--- config.mk ---
export PLATFORM = sky130hd
export DESIGN_NAME = fill_row_engine
export DESIGN_NICKNAME = d
export VERILOG_FILES = /design/src/rtl/gpu_fill_pkg.sv /design/src/rtl/fill_row_engine.sv
export SDC_FILE = /design/constraint.sdc
export NUM_CORES = 1
export LEC_CHECK = 0
export ABC_CLOCK_PERIOD_IN_PS = 2600
export CAP_MARGIN = 40
export CORE_UTILIZATION = 45
export DETAILED_ROUTE_END_ITERATION = 8
export GPL_ROUTABILITY_DRIVEN = 0
export PLACE_DENSITY = 0.72
export SLEW_MARGIN = 20
export SYNTH_ARGS = -nofsm -noshare
export SYNTH_HDL_FRONTEND = slang
export SYNTH_SLANG_ARGS = --single-unit
--- constraint.sdc ---
create_clock -name clk -period 2.6 [get_ports clk]
set_input_delay 0.26 -clock clk [delete_from_list [all_inputs] [get_ports clk]]
set_output_delay 0.26 -clock clk [all_outputs]
set_load 0.05 [all_outputs]
--- src/rtl/gpu_fill_pkg.sv ---
// Shared definitions for the GPU fill path.
// Holds the row-engine state encoding, the default screen geometry, and the
// colour/address widths. fill_controller and the SRAM write arbiter use the
// same width constants so the framebuffer write port agrees on every side.
package gpu_fill_pkg;

  localparam int SCREEN_W_DEF = 640;
  localparam int SCREEN_H_DEF = 480;
  localparam int X_W_DEF      = 10;
  localparam int Y_W_DEF      = 9;
  localparam int ADDR_W_DEF   = 19;
  localparam int COLOR_W_DEF  = 8;

  typedef enum logic [1:0] {
    FR_IDLE  = 2'd0,
    FR_SETUP = 2'd1,
    FR_WRITE = 2'd2,
    FR_DONE  = 2'd3
  } fill_row_state_t;

endpackage

--- src/rtl/fill_row_engine.sv ---
// fill_row_engine: writes one horizontal span of a single colour into the
// framebuffer, one pixel per accepted write request.
//
// Ports:
//   clk, n_rst            clock (rising edge), async active-low reset
//   fill_start            single-cycle start pulse, honoured only when idle
//   row_valid             0 = the row reader found no span on this row
//   row_y, x_left/x_right span row and inclusive x range (sampled with fill_start)
//   fill_color            colour written to every pixel of the span
//   mem_wr_req/mem_ack    framebuffer write handshake; req held until acked
//   mem_addr/mem_wdata    pixel address (y*SCREEN_W + x) and colour
//   busy                  high whenever the engine is not idle
//   fill_done             one-cycle completion pulse
//   pix_count             pixels written for the last span
module fill_row_engine
  import gpu_fill_pkg::*;
#(
  parameter int SCREEN_W = SCREEN_W_DEF,
  parameter int SCREEN_H = SCREEN_H_DEF,
  parameter int X_W      = X_W_DEF,
  parameter int Y_W      = Y_W_DEF,
  parameter int ADDR_W   = ADDR_W_DEF,
  parameter int COLOR_W  = COLOR_W_DEF
) (
  input  logic               clk,
  input  logic               n_rst,
  input  logic               fill_start,
  input  logic               row_valid,
  input  logic [Y_W-1:0]     row_y,
  input  logic [X_W-1:0]     x_left,
  input  logic [X_W-1:0]     x_right,
  input  logic [COLOR_W-1:0] fill_color,
  output logic               mem_wr_req,
  output logic [ADDR_W-1:0]  mem_addr,
  output logic [COLOR_W-1:0] mem_wdata,
  input  logic               mem_ack,
  output logic               busy,
  output logic               fill_done,
  output logic [X_W:0]       pix_count
);

  // Geometry limits widened by one bit so comparisons never truncate.
  localparam logic [X_W:0] X_LAST_C  = (X_W+1)'(SCREEN_W - 1);
  localparam logic [X_W:0] X_LIMIT_C = (X_W+1)'(SCREEN_W);
  localparam logic [Y_W:0] Y_LIMIT_C = (Y_W+1)'(SCREEN_H);

  fill_row_state_t    state_r, state_next_s;
  logic [Y_W-1:0]     y_r, y_next_s;
  logic [X_W:0]       x_cur_r, x_cur_next_s;
  logic [X_W:0]       x_end_r, x_end_next_s;
  logic [ADDR_W-1:0]  mem_addr_r, addr_next_s;
  logic [COLOR_W-1:0] mem_wdata_r, wdata_next_s;
  logic [X_W:0]       pix_count_r, pix_next_s;
  logic               mem_wr_req_r, busy_r, fill_done_r;

  logic [X_W:0]       x_left_wide_s;
  logic [X_W:0]       x_right_wide_s;
  logic [X_W:0]       x_end_clamp_s;
  logic               span_empty_s;

  // Clamp the right edge to the screen and decide whether the offered span is empty.
  always_comb begin
    x_left_wide_s  = {1'b0, x_left};
    x_right_wide_s = {1'b0, x_right};
    if (x_right_wide_s > X_LAST_C) begin
      x_end_clamp_s = X_LAST_C;
    end else begin
      x_end_clamp_s = x_right_wide_s;
    end
    span_empty_s = (!row_valid)
                 || (x_left_wide_s > x_end_clamp_s)
                 || (x_left_wide_s >= X_LIMIT_C)
                 || ({1'b0, row_y} >= Y_LIMIT_C);
  end

  // Next-state and datapath update; every value defaults to holding.
  always_comb begin
    state_next_s = state_r;
    y_next_s     = y_r;
    x_cur_next_s = x_cur_r;
    x_end_next_s = x_end_r;
    addr_next_s  = mem_addr_r;
    wdata_next_s = mem_wdata_r;
    pix_next_s   = pix_count_r;
    case (state_r)
      FR_IDLE: begin
        if (fill_start) begin
          y_next_s     = row_y;
          x_cur_next_s = x_left_wide_s;
          x_end_next_s = x_end_clamp_s;
          wdata_next_s = fill_color;
          pix_next_s   = '0;
          if (span_empty_s) begin
            state_next_s = FR_DONE;
          end else begin
            state_next_s = FR_SETUP;
          end
        end else begin
          state_next_s = FR_IDLE;
        end
      end
      FR_SETUP: begin
        // The only multiply: later pixels step the address by one.
        addr_next_s  = ADDR_W'(y_r) * ADDR_W'(SCREEN_W) + ADDR_W'(x_cur_r);
        state_next_s = FR_WRITE;
      end
      FR_WRITE: begin
        if (mem_ack) begin
          pix_next_s = pix_count_r + (X_W+1)'(1);
          if (x_cur_r == x_end_r) begin
            state_next_s = FR_DONE;
          end else begin
            x_cur_next_s = x_cur_r + (X_W+1)'(1);
            addr_next_s  = mem_addr_r + ADDR_W'(1);
            state_next_s = FR_WRITE;
          end
        end else begin
          state_next_s = FR_WRITE;
        end
      end
      FR_DONE: begin
        state_next_s = FR_IDLE;
      end
      default: begin
        state_next_s = FR_IDLE;
      end
    endcase
  end

  // State, datapath and registered outputs; reset abandons any span in flight.
  always_ff @(posedge clk or negedge n_rst) begin
    if (!n_rst) begin
      state_r      <= FR_IDLE;
      y_r          <= '0;
      x_cur_r      <= '0;
      x_end_r      <= '0;
      mem_addr_r   <= '0;
      mem_wdata_r  <= '0;
      pix_count_r  <= '0;
      mem_wr_req_r <= 1'b0;
      busy_r       <= 1'b0;
      fill_done_r  <= 1'b0;
    end else begin
      state_r      <= state_next_s;
      y_r          <= y_next_s;
      x_cur_r      <= x_cur_next_s;
      x_end_r      <= x_end_next_s;
      mem_addr_r   <= addr_next_s;
      mem_wdata_r  <= wdata_next_s;
      pix_count_r  <= pix_next_s;
      mem_wr_req_r <= (state_next_s == FR_WRITE);
      busy_r       <= (state_next_s != FR_IDLE);
      fill_done_r  <= (state_next_s == FR_DONE);
    end
  end

  assign mem_wr_req = mem_wr_req_r;
  assign mem_addr   = mem_addr_r;
  assign mem_wdata  = mem_wdata_r;
  assign busy       = busy_r;
  assign fill_done  = fill_done_r;
  assign pix_count  = pix_count_r;

endmodule
==> out/results.ini <==
[status]
status=complete, but fails checks
violations=setup timing

[sta]
hold_viol=0
setup_viol=4
max_freq_ghz=0.3604
rsz0062_at_grt=yes
worst_pin_slew_ns=0.5473
whs_ns=0.4209
final.min_clock_period_ns=2.774
fin_ws_ns=-0.1745
finClkSkew_ns=0.01081
slew_viol_final=0
fin_crit_sh_pct=106.7
max-slew-margin-rel_pct=63.17
tns_ns=-0.5407

[setup_path]
cp.arrival_ns=3.02
path_class=register to register
end_kind=register
rr_endpoint=mem_addr[17]
cp_max_fo=3
crit_chain=buf_6, ha_4, ha_4, inv_2, fa_2, or4b_4, nand3b_4, o311a_1, a211o_1
reg2reg_depth=9
startpoint_type=register
reg2reg_slack_ns=-0.17
path_buf_inv=2
crit_path_frequent_cell=ha_4
cpMaxStageDelayCell=or4b_4
rr_startpoint=y_r[2]
cpLargestDelayFamily=adder cells
required_ns=2.84
cpPeakStageDelay_ns=0.54

[clock_network]
insertion_delay_ns=0.35
cts_max_path_buffers=2
htree_levels=3
cts-root-buf=clkbuf_8
clk_pin_slew_worst_paths_ns=0.09
cts_made_buffers=9
cts.sinks=73
tritoncts=done

[logic_synthesis]
synth_edf_count=0
ys_async_sr_fraction_pct=100.0
ys_seq_elements=73
synth_area_um2=4676
synth.yosys.warnings=0
ys_seq_area_share_pct=39.07
synth_cell_types=61
synth_ff_type=dfrtp_1
synth_cells=506
syn_area_per_cell_um2=9.241
synth_nets=584

[run]
maxCapViolations=0

[power]
p_leak_nw=2.787
irDropWorstVdd_mv=0.4100
p_per_area_nw_per_um2=772.4

[floorplanning]
start_util_pct=47.18
rows=36
die_w_um=103.9
io_pins=83
dieArea_um2=10800
die_y_um=103.9
coreArea_um2=9910

[routing]
viasPerCell=5.618
vias=4275
drc=0
drt_iter0_markers=320
post_drt_wl_per_cell_um=15.66
routed_wl_mm=11.92
dr.pass1.iters=5
drt.antenna.violating_nets=0

[cells_and_area]
synthToLayoutAreaGrowth_pct=34.15
final_layout_size_suffix_gt1_share_pct=16.56
insertedDiodeCount=0
fin_cells=761
nets=702

[grt]
grt_pass1_wl_mm=20.08
grt-ovfl-total=0
grt_pass1_vias=4163
grtUsageTotal_pct=23.11
grt_start_max_net_pins=52
grt_antenna_before_repair=0

[place]
numPortBuffers=82
dpl_worst_slack_ns=-0.1997
hpwl_mm=8.942
dp_cells=742

[worst_hold_path]
hp-class=input pin to asynchronous set/reset pin

-- cells in the mapped netlist, types with 6 or more instances --
| library cell | count | area [µm²] |
|---|---|---|
| nor2_1 | 38 | 142.6 |
| xnor2_1 | 18 | 157.7 |
| dfrtp_1 | 73 | 1827 |
| ha_1 | 34 | 425.4 |
| clkbuf_1 | 15 | 56.30 |
| nor2b_1 | 6 | 37.54 |
| nand4_1 | 13 | 81.33 |
| nand3_1 | 18 | 90.09 |
| or3_1 | 7 | 43.79 |
| o21ai_1 | 25 | 125.1 |
| and3_1 | 7 | 43.79 |
| o22ai_1 | 11 | 68.82 |
| nor3_1 | 12 | 60.06 |
| inv_1 | 19 | 71.32 |
| nand2_1 | 46 | 172.7 |
| mux2_2 | 17 | 191.4 |
| a21oi_1 | 43 | 215.2 |
| xor2_1 | 10 | 87.58 |
| o21ai_0 | 18 | 90.09 |
-- report_power, final --
group | switching [mW] | total [mW] | internal [mW]
Clock | 0.456 | 0.897 | 0.441
Sequential | 0.319 | 1.70 | 1.38
Combinational | 1.28 | 2.25 | 0.967
Total | 2.06 | 4.84 | 2.79
-- area by class of cell --
class / instances / area (µm²)
fill: 846 / 3637
tap: 133 / 166.4
sequential: 73 / 1827
inverter: 20 / 75.07
clock buffer: 9 / 123.9
timing repair buffer: 125 / 1169
multi-input combinational: 395 / 2844
clock inverter: 6 / 67.56
-- through the flow --
stage / util [%] / total power [mW] / instance area (µm²)
2_1_floorplan: - / 3.093 / 4688
3_3_place_gp: 59.23 / 3.805 / 5869
3_5_place_dp: 59.66 / 3.875 / 5912
4_1_cts: 62.42 / 4.822 / 6186
5_1_grt: 63.30 / 5.146 / 6272
6_report: 63.30 / 4.845 / 6272
-- sequential cells by signal, indices dropped and copies added, names as in the netlist --
name        flops
x_cur_r        11
mem_wr_req      1
pix_count      11
mem_addr       19
state_r         2
busy            1
y_r             9
x_end_r        10
fill_done       1
mem_wdata       8
-- logic make-up after synthesis --
logic type      count (synthesis)  synth area share, %
compound gates                134                17.58
xor+xnor                       29                5.834
flops                          73                39.07
simple gates                  173                19.00
mux                            23                5.432
buf+inv                        38                3.131
fa+ha+maj                      36                9.955
-- routing by layer --
layer	global-route usage, %	up-vias	part of all wire [%]
met5	0	-	0
met4	6.122	0	1.6
met3	5.201	17	7.0
met2	37.48	152	47
met1	31.18	2029	45
li1	-	2077	-
-- worst max-delay path by stage --
| stage | from | end | slack, ns | cells past startpoint |
|---|---|---|---|---|
| 2_1_floorplan | y_r[1] | mem_addr[17] | -0.16 | 9 |
| 3_3_place_gp | y_r[2] | mem_addr[17] | -0.12 | 8 |
| 3_5_place_dp | y_r[2] | mem_addr[17] | -0.20 | 8 |
| 4_1_cts | y_r[3] | mem_addr[17] | -0.15 | 9 |
| 5_1_grt | y_r[3] | mem_addr[16] | -0.29 | 10 |
| 6_report | y_r[2] | mem_addr[17] | -0.17 | 9 |
-- worst register-to-register path, cell delays in order, from the launching register on --
cell,delay (ns)
dfrtp_1,0.43
buf_6,0.14
ha_4,0.15
ha_4,0.16
inv_2,0.07
fa_2,0.44
or4b_4,0.54
nand3b_4,0.19
o311a_1,0.29
a211o_1,0.26
-- layout by cell type (no fill, tap or decap), types with 2 or more instances in the layout --
cell,count
dfrtp_1,73
xnor2_1,17
clkinvlp_4,2
nand3_2,2
mux2i_1,4
nor3_1,12
nor3b_1,2
inv_1,18
clkbuf_8,9
buf_4,39
or2_2,3
o221a_1,5
o22ai_1,11
nand3_1,16
and2_1,3
mux2_2,17
o21ai_1,25
nor4_1,2
ha_4,8
buf_6,2
a31oi_1,5
nand2_1,46
nor2_1,37
or3_1,7
o21ai_0,17
a21o_1,5
o21a_1,2
and3_1,7
nand2b_1,5
o21bai_1,2
or2_1,3
inv_2,2
nand4_1,13
ha_1,26
clkdlybuf4s50_1,81
nor4b_1,2
xor2_1,10
a21oi_1,42
nor2b_1,6
-- repair_timing --
action / 4_1_cts / 5_1_grt
pin swaps: 5 / 12
resized for setup: 8 / 12
setup endpoints to repair: 5 / 5
hold buffers: 1 / 0
endpoints found under the hold margin: 22 / 0
buffers inserted: 3 / 0
Power figures use the tool's default switching activity.
